File: src/rtl/rng_arbiter.sv
// rng_arbiter: power/warm-up controller, repetition-count health test and
// two-port round-robin arbiter for the 128-bit ring-oscillator RNG datapath.
module rng_arbiter #(
    parameter int unsigned WARMUP_CYCLES = 64,
    parameter int unsigned GAP_CYCLES    = 8,
    parameter int unsigned REP_LIMIT     = 3
) (
    input  logic         clk,
    input  logic         rst,
    input  logic [127:0] rng_data,
    output logic         rng_enable,
    input  logic [1:0]   req,
    output logic [1:0]   ack,
    output logic [127:0] rand_data,
    output logic         busy,
    output logic         health_fail
);

    typedef enum logic [2:0] {
        S_IDLE,
        S_WARMUP,
        S_SAMPLE,
        S_GRANT,
        S_GAP,
        S_FAIL
    } state_t;

    localparam logic [15:0] WARM_LAST = 16'(WARMUP_CYCLES - 1);
    localparam logic [15:0] GAP_LAST  = 16'(GAP_CYCLES - 1);
    localparam logic [7:0]  REP_LIM   = 8'(REP_LIMIT);

    state_t         state_q, state_d;
    logic [15:0]    cnt_q, cnt_d;
    logic [127:0]   smp_q, smp_d;
    logic [127:0]   prev_q, prev_d;
    logic           prev_valid_q, prev_valid_d;
    logic [7:0]     rep_cnt_q, rep_cnt_d;
    logic           last_q, last_d;
    logic           en_q, en_d;
    logic [1:0]     ack_q, ack_d;
    logic [127:0]   rd_q, rd_d;
    logic           busy_q, busy_d;
    logic           hf_q, hf_d;

    logic [7:0]     rep_inc;
    logic           active;
    logic           win;

    assign rep_inc = rep_cnt_q + 8'd1;

    // Outputs are pure register copies; they reflect the state one cycle late.
    assign rng_enable  = en_q;
    assign ack         = ack_q;
    assign rand_data   = rd_q;
    assign busy        = busy_q;
    assign health_fail = hf_q;

    // Next-state and next-output logic; every register holds unless changed below.
    always_comb begin
        state_d      = state_q;
        cnt_d        = cnt_q;
        smp_d        = smp_q;
        prev_d       = prev_q;
        prev_valid_d = prev_valid_q;
        rep_cnt_d    = rep_cnt_q;
        last_d       = last_q;
        ack_d        = 2'b00;
        rd_d         = rd_q;
        hf_d         = hf_q;
        win          = 1'b0;

        // The generator is powered exactly while a word is being produced.
        active = (state_q == S_WARMUP) || (state_q == S_SAMPLE) ||
                 (state_q == S_GRANT)  || (state_q == S_GAP);
        en_d   = active;
        busy_d = active;

        case (state_q)
            S_IDLE: begin
                if (req != 2'b00) begin
                    state_d = S_WARMUP;
                    cnt_d   = 16'd0;
                end
            end
            S_WARMUP: begin
                cnt_d = cnt_q + 16'd1;
                if (cnt_q == WARM_LAST) begin
                    state_d = S_SAMPLE;
                end
            end
            S_SAMPLE: begin
                smp_d = rng_data;
                if (prev_valid_q && (rng_data == prev_q)) begin
                    rep_cnt_d = rep_inc;
                    if (rep_inc == REP_LIM) begin
                        state_d = S_FAIL;
                    end else begin
                        // Repeated word is withheld but still counts toward the limit.
                        state_d      = S_GAP;
                        cnt_d        = 16'd0;
                        prev_d       = rng_data;
                        prev_valid_d = 1'b1;
                    end
                end else begin
                    rep_cnt_d    = 8'd1;
                    state_d      = S_GRANT;
                    prev_d       = rng_data;
                    prev_valid_d = 1'b1;
                end
            end
            S_GRANT: begin
                if (req == 2'b00) begin
                    state_d = S_IDLE;
                end else begin
                    // With both requesting, the one not served last time wins.
                    win     = (req == 2'b11) ? ~last_q : req[1];
                    ack_d   = win ? 2'b10 : 2'b01;
                    rd_d    = smp_q;
                    last_d  = win;
                    state_d = S_GAP;
                    cnt_d   = 16'd0;
                end
            end
            S_GAP: begin
                cnt_d = cnt_q + 16'd1;
                if (cnt_q == GAP_LAST) begin
                    state_d = (req != 2'b00) ? S_SAMPLE : S_IDLE;
                end
            end
            S_FAIL: begin
                hf_d = 1'b1;
                rd_d = 128'd0;
            end
            default: begin
                state_d = S_IDLE;
            end
        endcase
    end

    // Control and output registers, cleared by synchronous reset.
    always_ff @(posedge clk) begin
        if (rst) begin
            state_q      <= S_IDLE;
            cnt_q        <= 16'd0;
            prev_valid_q <= 1'b0;
            rep_cnt_q    <= 8'd0;
            last_q       <= 1'b1;
            en_q         <= 1'b0;
            ack_q        <= 2'b00;
            rd_q         <= 128'd0;
            busy_q       <= 1'b0;
            hf_q         <= 1'b0;
        end else begin
            state_q      <= state_d;
            cnt_q        <= cnt_d;
            prev_valid_q <= prev_valid_d;
            rep_cnt_q    <= rep_cnt_d;
            last_q       <= last_d;
            en_q         <= en_d;
            ack_q        <= ack_d;
            rd_q         <= rd_d;
            busy_q       <= busy_d;
            hf_q         <= hf_d;
        end
    end

    // Sample storage; qualified by prev_valid_q and the FSM, so no reset needed.
    always_ff @(posedge clk) begin
        smp_q  <= smp_d;
        prev_q <= prev_d;
    end

endmodule

File: config.mk
export PLATFORM = sky130hd
export DESIGN_NAME = rng_arbiter
export DESIGN_NICKNAME = d
export VERILOG_FILES = /design/src/rtl/rng_arbiter.sv
export SDC_FILE = /design/constraint.sdc
export NUM_CORES = 1
export LEC_CHECK = 0
export CAP_MARGIN = 20
export CORE_ASPECT_RATIO = 0.7
export CORE_MARGIN = 3
export CORE_UTILIZATION = 53
export CTS_BUF_LIST = sky130_fd_sc_hd__clkbuf_16
export DETAILED_ROUTE_END_ITERATION = 6
export HOLD_SLACK_MARGIN = 0.02
export PLACE_DENSITY = 0.8
export SETUP_SLACK_MARGIN = 0.05
export SLEW_MARGIN = 30
export SYNTH_ARGS = -nofsm -noshare
export SYNTH_HDL_FRONTEND = slang
export SYNTH_SLANG_ARGS = --single-unit
File: constraint.sdc
create_clock -name clk -period 9.9 [get_ports clk]
set_input_delay 1.98 -clock clk [delete_from_list [all_inputs] [get_ports clk]]
set_output_delay 1.98 -clock clk [all_outputs]
set_load 0.01 [all_outputs]
Word-level counts from Yosys, hierarchy flattened
Index checks and enable logic that the tools add are counted.
{"block": "op_classes", "addsub": 2, "eq_ne": 17, "mux": 22, "bitwise_logic": 4, "reduce_logical": 16}
{"op": "two-way mux 128 bit", "count": 3}
{"op": "case mux 128 bit (2 select lines)", "count": 1}
{"op": "equality test 128 bit", "count": 1}
{"op": "two-way mux 16 bit", "count": 4}
{"op": "case mux 16 bit (4 select lines)", "count": 1}
{"op": "case mux 3 bit (6 select lines)", "count": 1}
{"op": "adder 16 x 1 -> 16 bit, second input constant", "count": 1}
{"op": "equality test 16 x 3 -> 1 bit, second input constant", "count": 1}
{"op": "equality test 16 x 6 -> 1 bit, second input constant", "count": 1}
{"op": "two-way mux 3 bit", "count": 5}
{"op": "adder 8 x 1 -> 8 bit, second input constant", "count": 1}
{"op": "equality test 8 x 2 -> 1 bit, second input constant", "count": 1}
{"op": "two-way mux 8 bit", "count": 1}
{"op": "inequality test 2 bit, second input constant", "count": 4}
{"op": "equality test 3 x 2 -> 1 bit, second input constant", "count": 2}
{"op": "equality test 3 bit, second input constant", "count": 2}
{"op": "inequality test 2 x 1 -> 1 bit, second input constant", "count": 3}
{"op": "AND reduction 2 bit", "count": 3}
{"op": "AND reduction 5 bit", "count": 1}
{"op": "two-way mux 1 bit", "count": 4}
{"op": "two-way mux 2 bit", "count": 2}
{"op": "NOT 1 bit", "count": 4}
{"op": "AND reduction 4 bit", "count": 1}
{"op": "nonzero test 2 bit", "count": 2}
{"op": "other kinds (9)", "count": 11}
{"block": "word_totals", "register_bits": 417, "inputBits": 132, "out_inout_bits": 133}

Logic depth before layout (Yosys ltp)
{"block": "logic_depth", "word_depth": 5, "ltp_mapped": 9, "mapped_depth_nobuf": 8}

Worst setup path after synthesis
OpenSTA, ideal clock, no wires.
{"block": "synth_path", "kind": "in2reg", "start": "input rng_data[30]", "end": "register prev_q[0], enable pin", "setup_ns": 0.616, "arrival_time_ns": 8.219, "required_ns": 9.284, "slack_ns": 1.064, "cell_stages": 8, "path_buffers": 1, "path_cell_list": "or2b_1 > o2111a_1 > nand4_1 > nor4_1 > nand4_2 > clkbuf_1 > nor2_1 > nor2_1"}
{"block": "synth_between", "elab_chain_cells": 4}
{"element": "from (decl)", "line_no": "10", "rtl": "input logic [127:0] rng_data,"}
{"element": "equality test 128 bit", "line_no": "93", "rtl": "if (prev_valid_q && (rng_data == prev_q)) begin"}
{"element": "logical AND 1 bit", "line_no": "93"}
{"element": "inequality test 2 bit (no line)"}
{"element": "AND reduction 2 bit (no line)"}
{"element": "to (signal assigned)", "line_no": "170", "rtl": "prev_q <= prev_d;"}
{"element": "to (decl)", "line_no": "35", "rtl": "logic [127:0] prev_q, prev_d;"}
Every way passes these cells.
A chain may end at the register's enable or synchronous reset.

Worst setup path in the final report
{"block": "layout_path", "start": "input rng_data[89]", "end": "register prev_q[56], enable pin"}
The elaborated chain is that of the path after synthesis.

==> metrics.cfg <==
[critical_path]
cp_num_buf_inv = 5
cp_data_required_time_ns = 10.10
r2r_end = prev_q[56]$_DFFE_PP_
critPathKind = input port to flop
path_common_cell = buf_4
crit_arrival_ns = 6.19
slowest_delay_ns = 0.67
critPathMaxFanout = 55
r2r-start = prev_q[57]$_DFFE_PP_
cpMaxStageDelayCell = a2111oi_0
worst-r2r-setup-slack_ns = 5.51
worstSetupEndpointType = flop
cp_top_family = buffers and inverters
start_kind = input port
cp_num_cells = 11
crit_path_cell_trace = clkdlybuf4s50_1 -> inv_1 -> a2111oi_0 -> o2111ai_1 -> nor4_1 -> nand4_2 -> nor2_1 -> nor2_4 -> buf_16 -> buf_4 -> buf_4
ff2ff_path_depth = 10

[placed_design]
place_ws_ns = 3.341
dp.final_hpwl_mm = 25.73
portBuffers = 264
dpl_cell_area_mm2 = 0.01830
gp_congestion = 0.8547

[floorplanning]
dieArea_mm2 = 0.03088
die_h_um = 147.9
start_util = 0.5432
pin_count = 265
die_w_um = 208.8
core-area_mm2 = 0.02808
std_cell_rows = 51

[global_route]
overflow = 0
track_usage = 0.2439
antenna_found_initial = 3
grt_pass1_vias = 9912
grt_pass1_wl_mm = 58.37
grt_max_degree = 82

[sta]
fin_crit_sh = 0.6051
setup_viol = 0
slew_headroom = 0.3419
fin_hold_ws_ns = 0.4493
slew_violations = 0
setup_ws_ns = 3.909
tns_ns = 0
period_minus_slack_ns = 5.991
rsz0062_at_grt = false
fmax_mhz = 166.9
skew_ns = 0.01245
finalHoldViolations = 0
worstMarginPinSlew_ns = 0.9623

[logic_synthesis]
synth_top_family_by_area = simple AND/OR/NAND/NOR gates
ys_warn_count = 0
synthArstFlopShare = 0
synth_cells = 1136
netlist_area_mm2 = 0.01525
synth-xor-area-share = 0.05053
postSynthAreaPerCell_um2 = 13.43
synth.net_count = 1271
synthSimpleGateAreaFrac = 0.1093
synth_edf_count = 256
seq_area_frac_synth = 0.7153
synthFlopType = edfxtp_1
ys_types = 55
ys_ff_latch = 417
synthAdderAreaFrac = 0.002461
synthMuxAreaShare = 0.001395
synth_compound_area_frac = 0.1018

[drt]
drc_errors = 0
ant_nets = 0
dr.pass1.iters = 5
wl_per_cell_um = 21.33
routed_wl_mm = 38.43
drtIter0Drc = 758
vias = 10080
viasPerCell = 5.592

[power]
p_leak_uw = 0.006667
power.switching_uw = 828.4
p_per_area_mw_per_mm2 = 187.3
ir_drop_v = 0.0001120
seqPwrFrac = 0.540
p_comb_frac = 0.079
intPower_uw = 2817
switching_share = 0.2273
clockPowerShare = 0.381

[clock_tree]
cts_tree = yes
path_clk_slew_ns = 0.06
holdBufCountCts = 0
clock-root-buffer = clkbuf_16
cts_post_setup_buffers_inserted = 0
worstSkewPairLatency_ns = 0.54
cts_sinks = 417
htree_levels = 2
numCtsBuffers = 39
clk_path_buf_depth = 3
cts_resized = 0

[layout]
finalNetCount = 1536
drive_gt1_frac = 0.05528
fillers = 1957
final_area_mm2 = 0.01946
syn_to_final_growth_pct = 27.62

[flow_run]
drv_cap = 0

[run_status]
status = finished clean

[hold_path]
hp-start = smp_q[98]$_DFFE_PP_
hp-class = flop to flop
holdPathEnd = rand_data[98]$_SDFFE_PP0P_
worstHoldPathCells = 1

[routing by layer]
metal	vias to the layer above	wire length, µm	GRT usage
li1	4699	-	-
met5	-	18	0
met3	58	3323	0.06788
met1	4929	17410	0.3597
met4	2	920	0.07160
met2	389	16760	0.3567
[sequential cells by signal, indices dropped and copies added, names as in the netlist]
register,flops
state_q,3
prev_q,128
cnt_q,16
rand_data,128
ack,2
rep_cnt_q,8
busy,1
last_q,1
smp_q,128
health_fail,1
prev_valid_q,1
[cells in the mapped netlist (all sizes together) (6+ instances only)]
cell,count,area (µm²)
clkbuf,44,165.2
dfxtp,161,3223
or3,8,50.05
or2,6,37.54
buf,6,37.53
o21ai,6,30.03
nand2,152,570.6
nor4,23,158.9
xnor2,26,227.7
nand3,15,75.07
a21oi,73,365.4
a2111oi,11,98.85
nand2b,21,131.4
a21o,7,52.55
nor2,26,97.59
and3,9,56.30
a211o,10,87.58
inv,23,86.33
nand4,18,118.9
nor2b,34,212.7
edfxtp,256,7687
xor2,62,543.0
a22o,71,621.9
nor3,14,70.07
[worst register-to-register path: cells and delay by family (launching register included)]
| kind | cells | cell delay (ns) |
|---|---|---|
| simple gates | 5 | 1.65 |
| buf+inv | 3 | 1.02 |
| compound gates | 2 | 0.97 |
| flops | 1 | 0.38 |
[placed cells by master, fill, tap and decap left out, drive strengths merged, types with 3 or more instances in the layout]
| cell | instances |
|---|---|
| clkdlybuf4s50 | 264 |
| edfxtp | 256 |
| dfxtp | 161 |
| nand2 | 152 |
| a21oi | 73 |
| a22o | 71 |
| xor2 | 62 |
| clkbuf | 40 |
| inv | 36 |
| nor2b | 34 |
| xnor2 | 26 |
| nor2 | 26 |
| nor4 | 23 |
| nand2b | 21 |
| nand4 | 18 |
| clkinv | 16 |
| nand3 | 15 |
| nor3 | 14 |
| a2111oi | 11 |
| a211o | 10 |
| buf | 10 |
| and3 | 9 |
| or3 | 8 |
| a21o | 7 |
| or2 | 6 |
| o21ai | 6 |
| o22ai | 5 |
| a211oi | 5 |
| a31oi | 5 |
| o211ai | 4 |
| o2111ai | 4 |
| o2111a | 4 |
| o21a | 3 |
| nand3b | 3 |
| ha | 3 |
| or4 | 3 |
[cell families after synthesis]
family / count (synthesis)
flip-flops: 417
AND/OR/NAND/NOR: 337
AO/OA/AOI/OAI: 215
XOR/XNOR: 88
buffers and inverters: 74
adder cells (fa/ha/maj): 3
multiplexers: 2
[through the flow]
step	power (µW)	util	cells
detailed placement	2294	0.6516	1731
global placement	2283	0.6505	1730
finish	3645	0.6933	1802
CTS	3664	0.6929	1800
floorplan	2139	-	1136
global route	3769	0.6933	1802
[power groups by stage]
stage	Sequential [µW]	Clock, µW	Combinational, µW
after floorplan	2010	0	127
after global placement	2000	0	279
after detailed placement	2010	0	288
after CTS	1970	1410	290
after global routing	1980	1480	310
final	1970	1390	288
[layout make-up]
cell class / count / area, µm² / area share
repair buffers: 274 / 2741 / 0.1408
well taps: 371 / 464.2 / 0.02385
clock inverters: 29 / 156.4 / 0.008035
diodes: 2 / 5.005 / 0.0002571
flip-flops and latches: 417 / 10910 / 0.5605
clock buffers: 40 / 1001 / 0.05142
multi-input cells: 645 / 4091 / 0.2102
inverters: 24 / 95.09 / 0.004885
[worst max-delay path by stage]
stage	slack, ns	from	endpoint
final	3.91	rng_data[89]	prev_q[56]$_DFFE_PP_
after global routing	3.66	rng_data[89]	prev_q[79]$_DFFE_PP_
after CTS	3.96	rng_data[89]	prev_q[30]$_DFFE_PP_
after detailed placement	3.34	rng_data[89]	prev_q[94]$_DFFE_PP_
after global placement	3.47	rng_data[89]	prev_q[58]$_DFFE_PP_
after floorplan	1.06	rng_data[30]	prev_q[0]$_DFFE_PP_
Note: power is estimated with default switching activity, not from simulation.
